[src/rtl/bp_pkg.sv]
// Shared types and constants for the gshare branch predictor.
//   br_type_e  : control-flow class stored in the BTB and carried to EX
//   CNT_*      : 2-bit saturating counter encodings
//   PHT_RESET  : counter value after reset (weakly not-taken)
//   cnt_next() : saturating counter step
package bp_pkg;

  typedef enum logic [1:0] {
    BR_COND = 2'd0,
    BR_JUMP = 2'd1,
    BR_CALL = 2'd2,
    BR_RET  = 2'd3
  } br_type_e;

  localparam logic [1:0] CNT_SNT   = 2'd0;
  localparam logic [1:0] CNT_WNT   = 2'd1;
  localparam logic [1:0] CNT_WT    = 2'd2;
  localparam logic [1:0] CNT_ST    = 2'd3;
  localparam logic [1:0] PHT_RESET = CNT_WNT;

  function automatic logic [1:0] cnt_next(input logic [1:0] cnt, input logic taken);
    if (taken) return (cnt == CNT_ST) ? CNT_ST : cnt + 2'd1;
    else       return (cnt == CNT_SNT) ? CNT_SNT : cnt - 2'd1;
  endfunction

endpackage

[src/rtl/bp_btb.sv]
// Direct-mapped branch target buffer.
// Ports:
//   clk, rst                 clock, synchronous active-high reset (clears valid bits)
//   rd_idx, rd_tag           combinational lookup address
//   rd_hit, rd_target, rd_type  lookup result (pre-write value on same-cycle write)
//   wr_en, wr_idx, wr_tag, wr_target, wr_type  synchronous allocate/overwrite port
module bp_btb
  import bp_pkg::*;
#(
  parameter int ENTRIES = 16,
  localparam int BI_W  = $clog2(ENTRIES),
  localparam int TAG_W = 30 - BI_W
) (
  input  logic             clk,
  input  logic             rst,
  input  logic [BI_W-1:0]  rd_idx,
  input  logic [TAG_W-1:0] rd_tag,
  output logic             rd_hit,
  output logic [31:0]      rd_target,
  output br_type_e         rd_type,
  input  logic             wr_en,
  input  logic [BI_W-1:0]  wr_idx,
  input  logic [TAG_W-1:0] wr_tag,
  input  logic [31:0]      wr_target,
  input  br_type_e         wr_type
);

  logic [ENTRIES-1:0] valid_q;
  logic [TAG_W-1:0]   tag_q    [ENTRIES];
  logic [31:0]        target_q [ENTRIES];
  br_type_e           type_q   [ENTRIES];

  // Only valid bits need clearing; payload of an invalid entry is never used.
  always_ff @(posedge clk) begin
    if (rst) begin
      valid_q <= '0;
    end else if (wr_en) begin
      valid_q[wr_idx]  <= 1'b1;
      tag_q[wr_idx]    <= wr_tag;
      target_q[wr_idx] <= wr_target;
      type_q[wr_idx]   <= wr_type;
    end
  end

  assign rd_hit    = valid_q[rd_idx] && (tag_q[rd_idx] == rd_tag);
  assign rd_target = target_q[rd_idx];
  assign rd_type   = type_q[rd_idx];

endmodule

[src/rtl/branch_predictor.sv]
// Gshare direction predictor with direct-mapped BTB for the fetch stage.
// Fetch lookup is combinational from registered tables; EX update is
// sequential and the redirect decision is combinational from EX inputs.
// Optional return-address stack compiled in with `define BP_RAS_EN.
// Ports:
//   clk, rst                         clock, synchronous active-high reset
//   f_valid, f_stall, f_pc           fetch request
//   f_pred_taken, f_pred_target      prediction
//   f_pht_idx, f_btb_hit             lookup details piped to EX
//   f_ghr_snap, f_ras_ptr            pre-update speculative state piped to EX
//   ex_*                             resolved branch and its piped prediction info
//   redirect_valid, redirect_pc      mispredict flush request
module branch_predictor
  import bp_pkg::*;
#(
  parameter int PHT_ENTRIES = 32,
  parameter int GHR_BITS    = 5,
  parameter int BTB_ENTRIES = 16,
  parameter int RAS_DEPTH   = 4,
  localparam int IDX_W = $clog2(PHT_ENTRIES),
  localparam int BI_W  = $clog2(BTB_ENTRIES),
  localparam int RP_W  = (RAS_DEPTH > 1) ? $clog2(RAS_DEPTH) : 1
) (
  input  logic                clk,
  input  logic                rst,
  input  logic                f_valid,
  input  logic                f_stall,
  input  logic [31:0]         f_pc,
  output logic                f_pred_taken,
  output logic [31:0]         f_pred_target,
  output logic [IDX_W-1:0]    f_pht_idx,
  output logic                f_btb_hit,
  output logic [GHR_BITS-1:0] f_ghr_snap,
  output logic [RP_W-1:0]     f_ras_ptr,
  input  logic                ex_update_en,
  input  logic [31:0]         ex_pc,
  input  logic [1:0]          ex_br_type,
  input  logic                ex_actual_taken,
  input  logic [31:0]         ex_actual_target,
  input  logic                ex_pred_taken,
  input  logic [31:0]         ex_pred_target,
  input  logic [IDX_W-1:0]    ex_pht_idx,
  input  logic [GHR_BITS-1:0] ex_ghr_snap,
  input  logic [RP_W-1:0]     ex_ras_ptr,
  output logic                redirect_valid,
  output logic [31:0]         redirect_pc
);

  logic [1:0]          pht [PHT_ENTRIES];
  logic [GHR_BITS-1:0] ghr;
  logic [31:0]         pc_plus4;
  logic [31:0]         btb_target;
  br_type_e            btb_type;
  br_type_e            ex_type;
  logic                fetch_fire;
  logic [GHR_BITS-1:0] ghr_fetch_next;
  logic [GHR_BITS-1:0] ghr_repair;

  assign pc_plus4   = f_pc + 32'd4;
  assign ex_type    = br_type_e'(ex_br_type);
  assign f_ghr_snap = ghr;
  assign f_pht_idx  = f_pc[IDX_W+1:2] ^ IDX_W'(ghr);

  bp_btb #(.ENTRIES(BTB_ENTRIES)) u_btb (
    .clk       (clk),
    .rst       (rst),
    .rd_idx    (f_pc[BI_W+1:2]),
    .rd_tag    (f_pc[31:BI_W+2]),
    .rd_hit    (f_btb_hit),
    .rd_target (btb_target),
    .rd_type   (btb_type),
    .wr_en     (ex_update_en && ex_actual_taken),
    .wr_idx    (ex_pc[BI_W+1:2]),
    .wr_tag    (ex_pc[31:BI_W+2]),
    .wr_target (ex_actual_target),
    .wr_type   (ex_type)
  );

  assign fetch_fire = f_valid && !f_stall && f_btb_hit;

`ifdef BP_RAS_EN
  localparam logic [RP_W-1:0] RP_ONE = RP_W'(1);

  logic [31:0]     ras_stack [RAS_DEPTH];
  logic [RP_W-1:0] ras_ptr;
  logic [31:0]     ras_top;

  assign ras_top   = ras_stack[ras_ptr - RP_ONE];
  assign f_ras_ptr = ras_ptr;

  // Circular stack: overflow overwrites the oldest slot, underflow just wraps.
  // A wrong-path push/pop in the redirect cycle is dropped entirely.
  always_ff @(posedge clk) begin
    if (rst) begin
      ras_ptr <= '0;
    end else if (redirect_valid) begin
      if (ex_type == BR_CALL)     ras_ptr <= ex_ras_ptr + RP_ONE;
      else if (ex_type == BR_RET) ras_ptr <= ex_ras_ptr - RP_ONE;
      else                        ras_ptr <= ex_ras_ptr;
    end else if (fetch_fire) begin
      if (btb_type == BR_CALL) begin
        ras_stack[ras_ptr] <= pc_plus4;
        ras_ptr            <= ras_ptr + RP_ONE;
      end else if (btb_type == BR_RET) begin
        ras_ptr <= ras_ptr - RP_ONE;
      end
    end
  end
`else
  logic unused_ras;
  assign unused_ras = ^ex_ras_ptr;
  assign f_ras_ptr  = '0;
`endif

  always_comb begin
    f_pred_taken  = 1'b0;
    f_pred_target = pc_plus4;
    if (f_btb_hit) begin
      f_pred_taken = (btb_type == BR_COND) ? pht[f_pht_idx][1] : 1'b1;
    end
    if (f_pred_taken) begin
      f_pred_target = btb_target;
`ifdef BP_RAS_EN
      if (btb_type == BR_RET) f_pred_target = ras_top;
`endif
    end
  end

  always_comb begin
    redirect_valid = ex_update_en &&
                     ((ex_pred_taken != ex_actual_taken) ||
                      (ex_actual_taken && (ex_pred_target != ex_actual_target)));
    redirect_pc    = ex_actual_taken ? ex_actual_target : ex_pc + 32'd4;
  end

  // Truncating casts drop the oldest history bit on a shift.
  assign ghr_fetch_next = GHR_BITS'({ghr, f_pred_taken});
  assign ghr_repair     = (ex_type == BR_COND) ? GHR_BITS'({ex_ghr_snap, ex_actual_taken})
                                               : ex_ghr_snap;

  always_ff @(posedge clk) begin
    if (rst) begin
      ghr <= '0;
    end else if (redirect_valid) begin
      ghr <= ghr_repair;
    end else if (fetch_fire && (btb_type == BR_COND)) begin
      ghr <= ghr_fetch_next;
    end
  end

  always_ff @(posedge clk) begin
    if (rst) begin
      for (int i = 0; i < PHT_ENTRIES; i++) pht[i] <= PHT_RESET;
    end else if (ex_update_en && (ex_type == BR_COND)) begin
      pht[ex_pht_idx] <= cnt_next(pht[ex_pht_idx], ex_actual_taken);
    end
  end

endmodule

[config.mk]
export PLATFORM = sky130hd
export DESIGN_NAME = branch_predictor
export DESIGN_NICKNAME = d
export VERILOG_FILES = /design/src/rtl/bp_pkg.sv /design/src/rtl/bp_btb.sv /design/src/rtl/branch_predictor.sv
export SDC_FILE = /design/constraint.sdc
export NUM_CORES = 1
export LEC_CHECK = 0
export CORE_AREA = 8 8 340 342
export CTS_BUF_LIST = sky130_fd_sc_hd__clkbuf_4 sky130_fd_sc_hd__clkbuf_8
export CTS_CLUSTER_DIAMETER = 150
export DETAILED_ROUTE_END_ITERATION = 16
export DIE_AREA = 0 0 348 350
export PLACE_DENSITY = 0.67
export RECOVER_POWER = 100
export SLEW_MARGIN = 10
export SYNTH_ARGS = -nofsm -noshare
export SYNTH_HDL_FRONTEND = slang
export SYNTH_SLANG_ARGS = --single-unit
[constraint.sdc]
create_clock -name clk -period 6.95 [get_ports clk]
set_input_delay 1.7375 -clock clk [delete_from_list [all_inputs] [get_ports clk]]
set_output_delay 1.7375 -clock clk [all_outputs]
set_load 0.01 [all_outputs]
# Yosys cells after proc, flatten, opt, wreduce, memory -nomap -nowiden
# Memories as Yosys holds them, arrays and structs flattened.
# Cells that the tools add are included.
# op_classes
eq_ne	4
order_cmp	3
bitwise	2
reduce_logical	16
n_div	0
shift	0
n_mux	27
mul	0
addsub	4
# op_table
operator	n
adder 32 x 3 -> 32 bit (second input constant)	2
two-way mux 32 bit	2
!= test 32 bit	1
== test 26 bit	1
two-way mux 5 bit	4
bitwise OR 16 bit	1
two-way mux 1 bit	13
two-way mux 2 bit	6
less-than comparator 4 x 5 -> 1 bit (second input constant)	2
logical AND 1 bit	9
logical NOT 2 bit	3
XOR 5 bit	1
binary-select mux 1 bit (select 4 bit)	1
demux 1 bit (select 4 bit)	1
>= comparator 4 x 1 -> 1 bit (second input constant)	1
adder 2 x 1 -> 2 bit (second input constant)	1
== test 2 bit (second input constant)	1
nonzero test 2 bit	1
OR reduction 2 bit	1
subtractor 2 x 1 -> 2 bit (second input constant)	1
logical NOT 1 bit	1
logical OR 1 bit	1
!= test 1 bit	1
# word_totals
in_bits	149
rom_bits	0
mem_bits_rw	1024
elab_cells	62
mem_count	4
ff_bits	21
latchBits	0
# mem_list
name	depth	width	rd	rd_ports_with_merged_regs	write_ports	line_no	text
u_btb.target_q	16	32	1	0	1	bp_btb.sv:30	logic [31:0] target_q [ENTRIES];
u_btb.tag_q	16	26	1	0	1	bp_btb.sv:29	logic [TAG_W-1:0] tag_q [ENTRIES];
pht	32	2	2	0	32	branch_predictor.sv:49	logic [1:0] pht [PHT_ENTRIES];
u_btb.type_q	16	2	1	0	1	bp_btb.sv:31	br_type_e type_q [ENTRIES];

# Logic depth before layout (Yosys ltp)
# logic_depth
depth_word	7
depth_mapped	15
mapped_depth_nobuf	10

# Modules after synthesis
# From an unflattened synthesis, not the netlist that was laid out.
# unflattened
cells_unflattened	2293
area_unflattened_um2	43923.4
# modules_own_cells
mod	n_inst	seq_area_each_um2	cells_each	area_each_um2
bp_btb	1	29148.0	1642	37863.8
branch_predictor	1	2021.9	651	6059.6

# Least setup slack after synthesis
# Ideal clock, no wire load.
# synth_path
kind	input -> register
start	input port ex_actual_taken
end	memory u_btb.tag_q[0][0] (netlist name) (enable)
n_path_buf	1
setup_ns	0.554
stages	4
arrival_time_ns	6.467
path_slack_ns	-0.071
path_cell_list	clkbuf_1 > and3_1 > nand2_1 > nor3_1
# synth_between
elab_chain_len	4
# synth_lines
element	line_no	text
start: declaration	branch_predictor.sv:38	input logic ex_actual_taken,
logical AND 1 bit	branch_predictor.sv:72	.wr_en (ex_update_en && ex_actual_taken),
two-way mux 1 bit	bp_btb.sv:37	end else if (wr_en) begin
two-way mux 1 bit	bp_btb.sv:35	if (rst) begin
two-way mux 1 bit (not written as such)	bp_btb.sv:39	tag_q[wr_idx] <= wr_tag;
end: declaration	bp_btb.sv:29	
# Every way passes these cells.

# Worst setup path in the final report
# layout_path
start	input port f_pc[4]
end	output port f_pred_target[0]
# layout_between
elab_chain_len	5
word_cells_on_any_way	13
cone_classes	eq/ne: 1; mux: 5; bitwise: 1; reduce/logical: 2; memory: 4
# layout_lines
element	line_no	text
start: declaration	branch_predictor.sv:28	input logic [31:0] f_pc,
memory read (16 x 26 bit) (tied with other cells)	n/a	
== test 26 bit (tied with other cells)	bp_btb.sv:45	assign rd_hit = valid_q[rd_idx] && (tag_q[rd_idx] == rd_tag);
logical AND 1 bit or two-way mux 1 bit (tied branches)	bp_btb.sv:45, branch_predictor.sv:119	
two-way mux 1 bit	branch_predictor.sv:118	if (f_btb_hit) begin
two-way mux 32 bit (*)	branch_predictor.sv:121	if (f_pred_taken) begin
end: declaration	branch_predictor.sv:30	output logic [31:0] f_pred_target,
# Every way passes the cells marked *; elsewhere a longest branch is shown, timed or not. The select of a mux whose other input is x is not followed.

==> impl_metrics.json <==
{
  "worst_slew_pin_slew_ns": 3.92,
  "cts_made_buffers": 160,
  "synthTopCellsByCount": "edfxtp_1 (1024), mux4_2 (245), nand2_1 (116)",
  "grt_usage_pct": 21.2,
  "core_mm2": 0.110,
  "seqPwrFrac_pct": 53.3,
  "synthArstFlopShare_pct": 0,
  "grt_pass1_vias": 26600,
  "drt_wl_total_mm": 132,
  "cts_max_path_buffers": 3,
  "holdWs_ns": 0.458,
  "switching_share_pct": 22.8,
  "ctsHoldBuffers": 0,
  "syn_inst": 2316,
  "min_from": "u_btb.valid_q[6]",
  "drt_first_pass_iters": 5,
  "synthesis.area_mm2": 0.0438,
  "grt_max_degree": 70,
  "p_comb_share_pct": 8.8,
  "setup_viol": 0,
  "rows": 122,
  "wl_met1_mm": 53.5,
  "final_cells": 4487,
  "drc": 0,
  "cp_max_fo": 16,
  "endpoint_kind": "output pin",
  "fp.dieW_um": 348,
  "synth_top_area_cell": "edfxtp_1",
  "vias": 25500,
  "fmax_mhz": 145,
  "antenna_found_initial": 13,
  "h-tree-depth": 4,
  "critPathLaunch": "f_pc[4]",
  "r2r_start": "u_btb.tag_q[8][21]",
  "fillers": 9153,
  "p_leak_nw": 17.5,
  "critPathLaunchType": "input port",
  "ir_drop_uv": 197,
  "post_drt_via_cell_ratio": 5.69,
  "synth_edf_count": 1024,
  "nets": 3026,
  "synth_area_leaders": "edfxtp_1 (70%), mux4_2 (13%), mux2i_1 (2.5%)",
  "cp.arrival_ns": 5.18,
  "gr-total-overflow": 0,
  "synth.ff_latch_count": 1045,
  "syn_avg_cell_area_um2": 18.9,
  "p_int_w": 0.0101,
  "yosysTopAreaCellShare_pct": 70.3,
  "port-buffer-count": 223,
  "ys_types": 67,
  "start_util_pct": 39.8,
  "slew_headroom_pct": -161,
  "wl_per_cell_um": 29.4,
  "status": "complete, but fails checks",
  "synth_most_common_cell": "edfxtp_1",
  "skew_ns": 0.0331,
  "clk_pin_slew_ns": 0.06,
  "fin_crit_sh_pct": 99.5,
  "grt_pass1_wl_mm": 186,
  "ys.flop_type": "edfxtp_1",
  "cts-root-buf": "clkbuf_8",
  "antenna_left": 0,
  "dp_hpwl_mm": 85.6,
  "area_growth_pct": 20.6,
  "fin_crit_ns": 6.92,
  "drv_slew": 934,
  "layout-drive-gt1-share_pct": 27.2,
  "wl_met2_mm": 61.9,
  "hold_path.class": "reg2reg",
  "insertion_delay_ns": 0.82,
  "p_per_area_mw_per_mm2": 248,
  "met3_length_mm": 13.4,
  "place_congestion": 0.950,
  "required_ns": 5.21,
  "first_iter_violations": 3121,
  "die_y_um": 350,
  "ff2ff_setup_slack_ns": 2.34,
  "violations": "capacitance limit, slew limit",
  "io_pins": 228,
  "cts_tree": "built",
  "worstSetupPathType": "in2out",
  "maxUsedRoutingLayer": "met5",
  "p_clk_share_pct": 37.9,
  "maxCapViolations": 27,
  "dp.cells": 4177,
  "cts.sinks": 1045,
  "yosys_warnings": 0,
  "yosysSeqAreaShare_pct": 71.2,
  "p_switching_w": 0.00298,
  "hold_violations": 0,
  "die_area_mm2": 0.122
}
-- sequential cells by signal, summed over array words and instances (netlist names) --
signal and count:
pht 64, f_ghr_snap 5, u_btb.valid_q 16, u_btb.type_q 32, u_btb.target_q 512, u_btb.tag_q 416
-- area by class of cell --
cell class | instances | area [um2] | share of cell area, %
sequential | 1045 | 31200 | 59.1
multi-input combinational | 1119 | 12000 | 22.7
timing repair buffer | 526 | 4580 | 8.67
clock buffer | 214 | 2640 | 5.00
tap | 1488 | 1860 | 3.53
clock inverter | 68 | 458 | 0.868
inverter | 20 | 76.3 | 0.145
antenna | 7 | 17.5 | 0.0332
-- critical path, stage by stage --
cell	delay, ns
buf_6	0.21
buf_12	0.19
buf_4	0.29
mux4_2	0.35
mux2i_1	0.26
mux2i_2	0.21
xnor2_2	0.31
nand4_1	0.14
and4b_1	0.33
nand3_4	0.12
buf_12	0.16
buf_12	0.17
mux2_4	0.34
dlygate4sd2_1	0.29
-- cell usage in the layout, fill, tap and decap left out, types with 7 or more instances in the layout --
master and instances:
o22ai_1 13, clkbuf_1 61, a22oi_1 19, xnor2_1 51, clkinv_1 43, mux2_2 45
nor3_1 41, nor2b_1 17, nand4_1 16, buf_12 23, clkbuf_4 49, mux2i_1 107
or2_2 7, and3_1 19, nor2_1 65, edfxtp_1 1024, and2_1 9, clkbuf_8 165
dfxtp_1 21, inv_1 19, nor4_1 12, nand2b_1 7, a21oi_1 19, dlygate4sd2_1 31
clkdlybuf4s50_1 93, a21o_1 18, mux4_2 245, dlygate4sd3_1 92, diode_2 7, a22o_1 18
nand2_1 116, clkbuf_2 9, clkinv_2 11, mux4_1 16, o21ai_0 52, xor2_1 52
buf_4 204, nand3_1 57, o211ai_1 7
-- final timing paths --
| kind | to | cells past startpoint |
|---|---|---|
| worst max-delay path | f_pred_target[0] | 14 |
| worst min-delay path | u_btb.valid_q[6] | 1 |
| worst max register to register | f_ghr_snap[2] | 11 |
| worst min register to register | u_btb.valid_q[6] | 1 |
-- layer usage --
| layer | track usage [%] | vias up |
|---|---|---|
| met4 | 6.18 | 2 |
| met3 | 4.28 | 203 |
| met2 | 33.8 | 1396 |
| li1 | - | 10600 |
| met5 | 0 | - |
| met1 | 29.6 | 13300 |
-- power groups by stage --
stage | combinational (W) | sequential (W) | clock, W
3_3_place_gp | 0.00114 | 0.00711 | 0
3_5_place_dp | 0.00116 | 0.00711 | 0
5_1_grt | 0.00121 | 0.00699 | 0.00532
4_1_cts | 0.00117 | 0.00698 | 0.00505
6_report | 0.00115 | 0.00699 | 0.00497
2_1_floorplan | 0.000525 | 0.00711 | 0
-- stage by stage --
stage	setup TNS, ns	area [um2]	utilization [%]	setup WS [ns]	total power, W
2_1_floorplan	0	43800	-	0.369	0.00764
3_3_place_gp	-5.34	49800	45.2	-0.204	0.00825
3_5_place_dp	-6.77	49800	45.2	-0.244	0.00827
4_1_cts	0	53000	48.2	0.00779	0.0132
5_1_grt	-0.0676	52800	47.9	-0.0278	0.0135
6_report	0	52800	48.0	0.0329	0.0131
-- timing repair --
| item | 4_1_cts | 5_1_grt |
|---|---|---|
| resized for setup | 59 | 13 |
| cloned | 1 | 0 |
| setup buffers | 6 | 14 |
| endpoints found under the hold margin | 0 | 0 |
| setup endpoints to repair | 34 | 35 |
| pin swaps | 4 | 7 |
-- kinds of logic (layout without fill, tap and decap cells) --
kind of cell | Yosys count | after routing | share of synthesized area, %
AOI/OAI and AO/OA | 180 | 180 | 2.79
muxes | 417 | 417 | 17.3
xor gates and xnor gates | 105 | 105 | 2.10
DFF | 1045 | 1045 | 71.2
adders and majority gates | 7 | 7 | 0.189
buffers and inverters | 153 | 828 | 1.75
and+or+nand+nor | 408 | 408 | 4.65
other | 1 | 9 | 0.00857
Note: power is estimated with default switching activity, not from simulation.
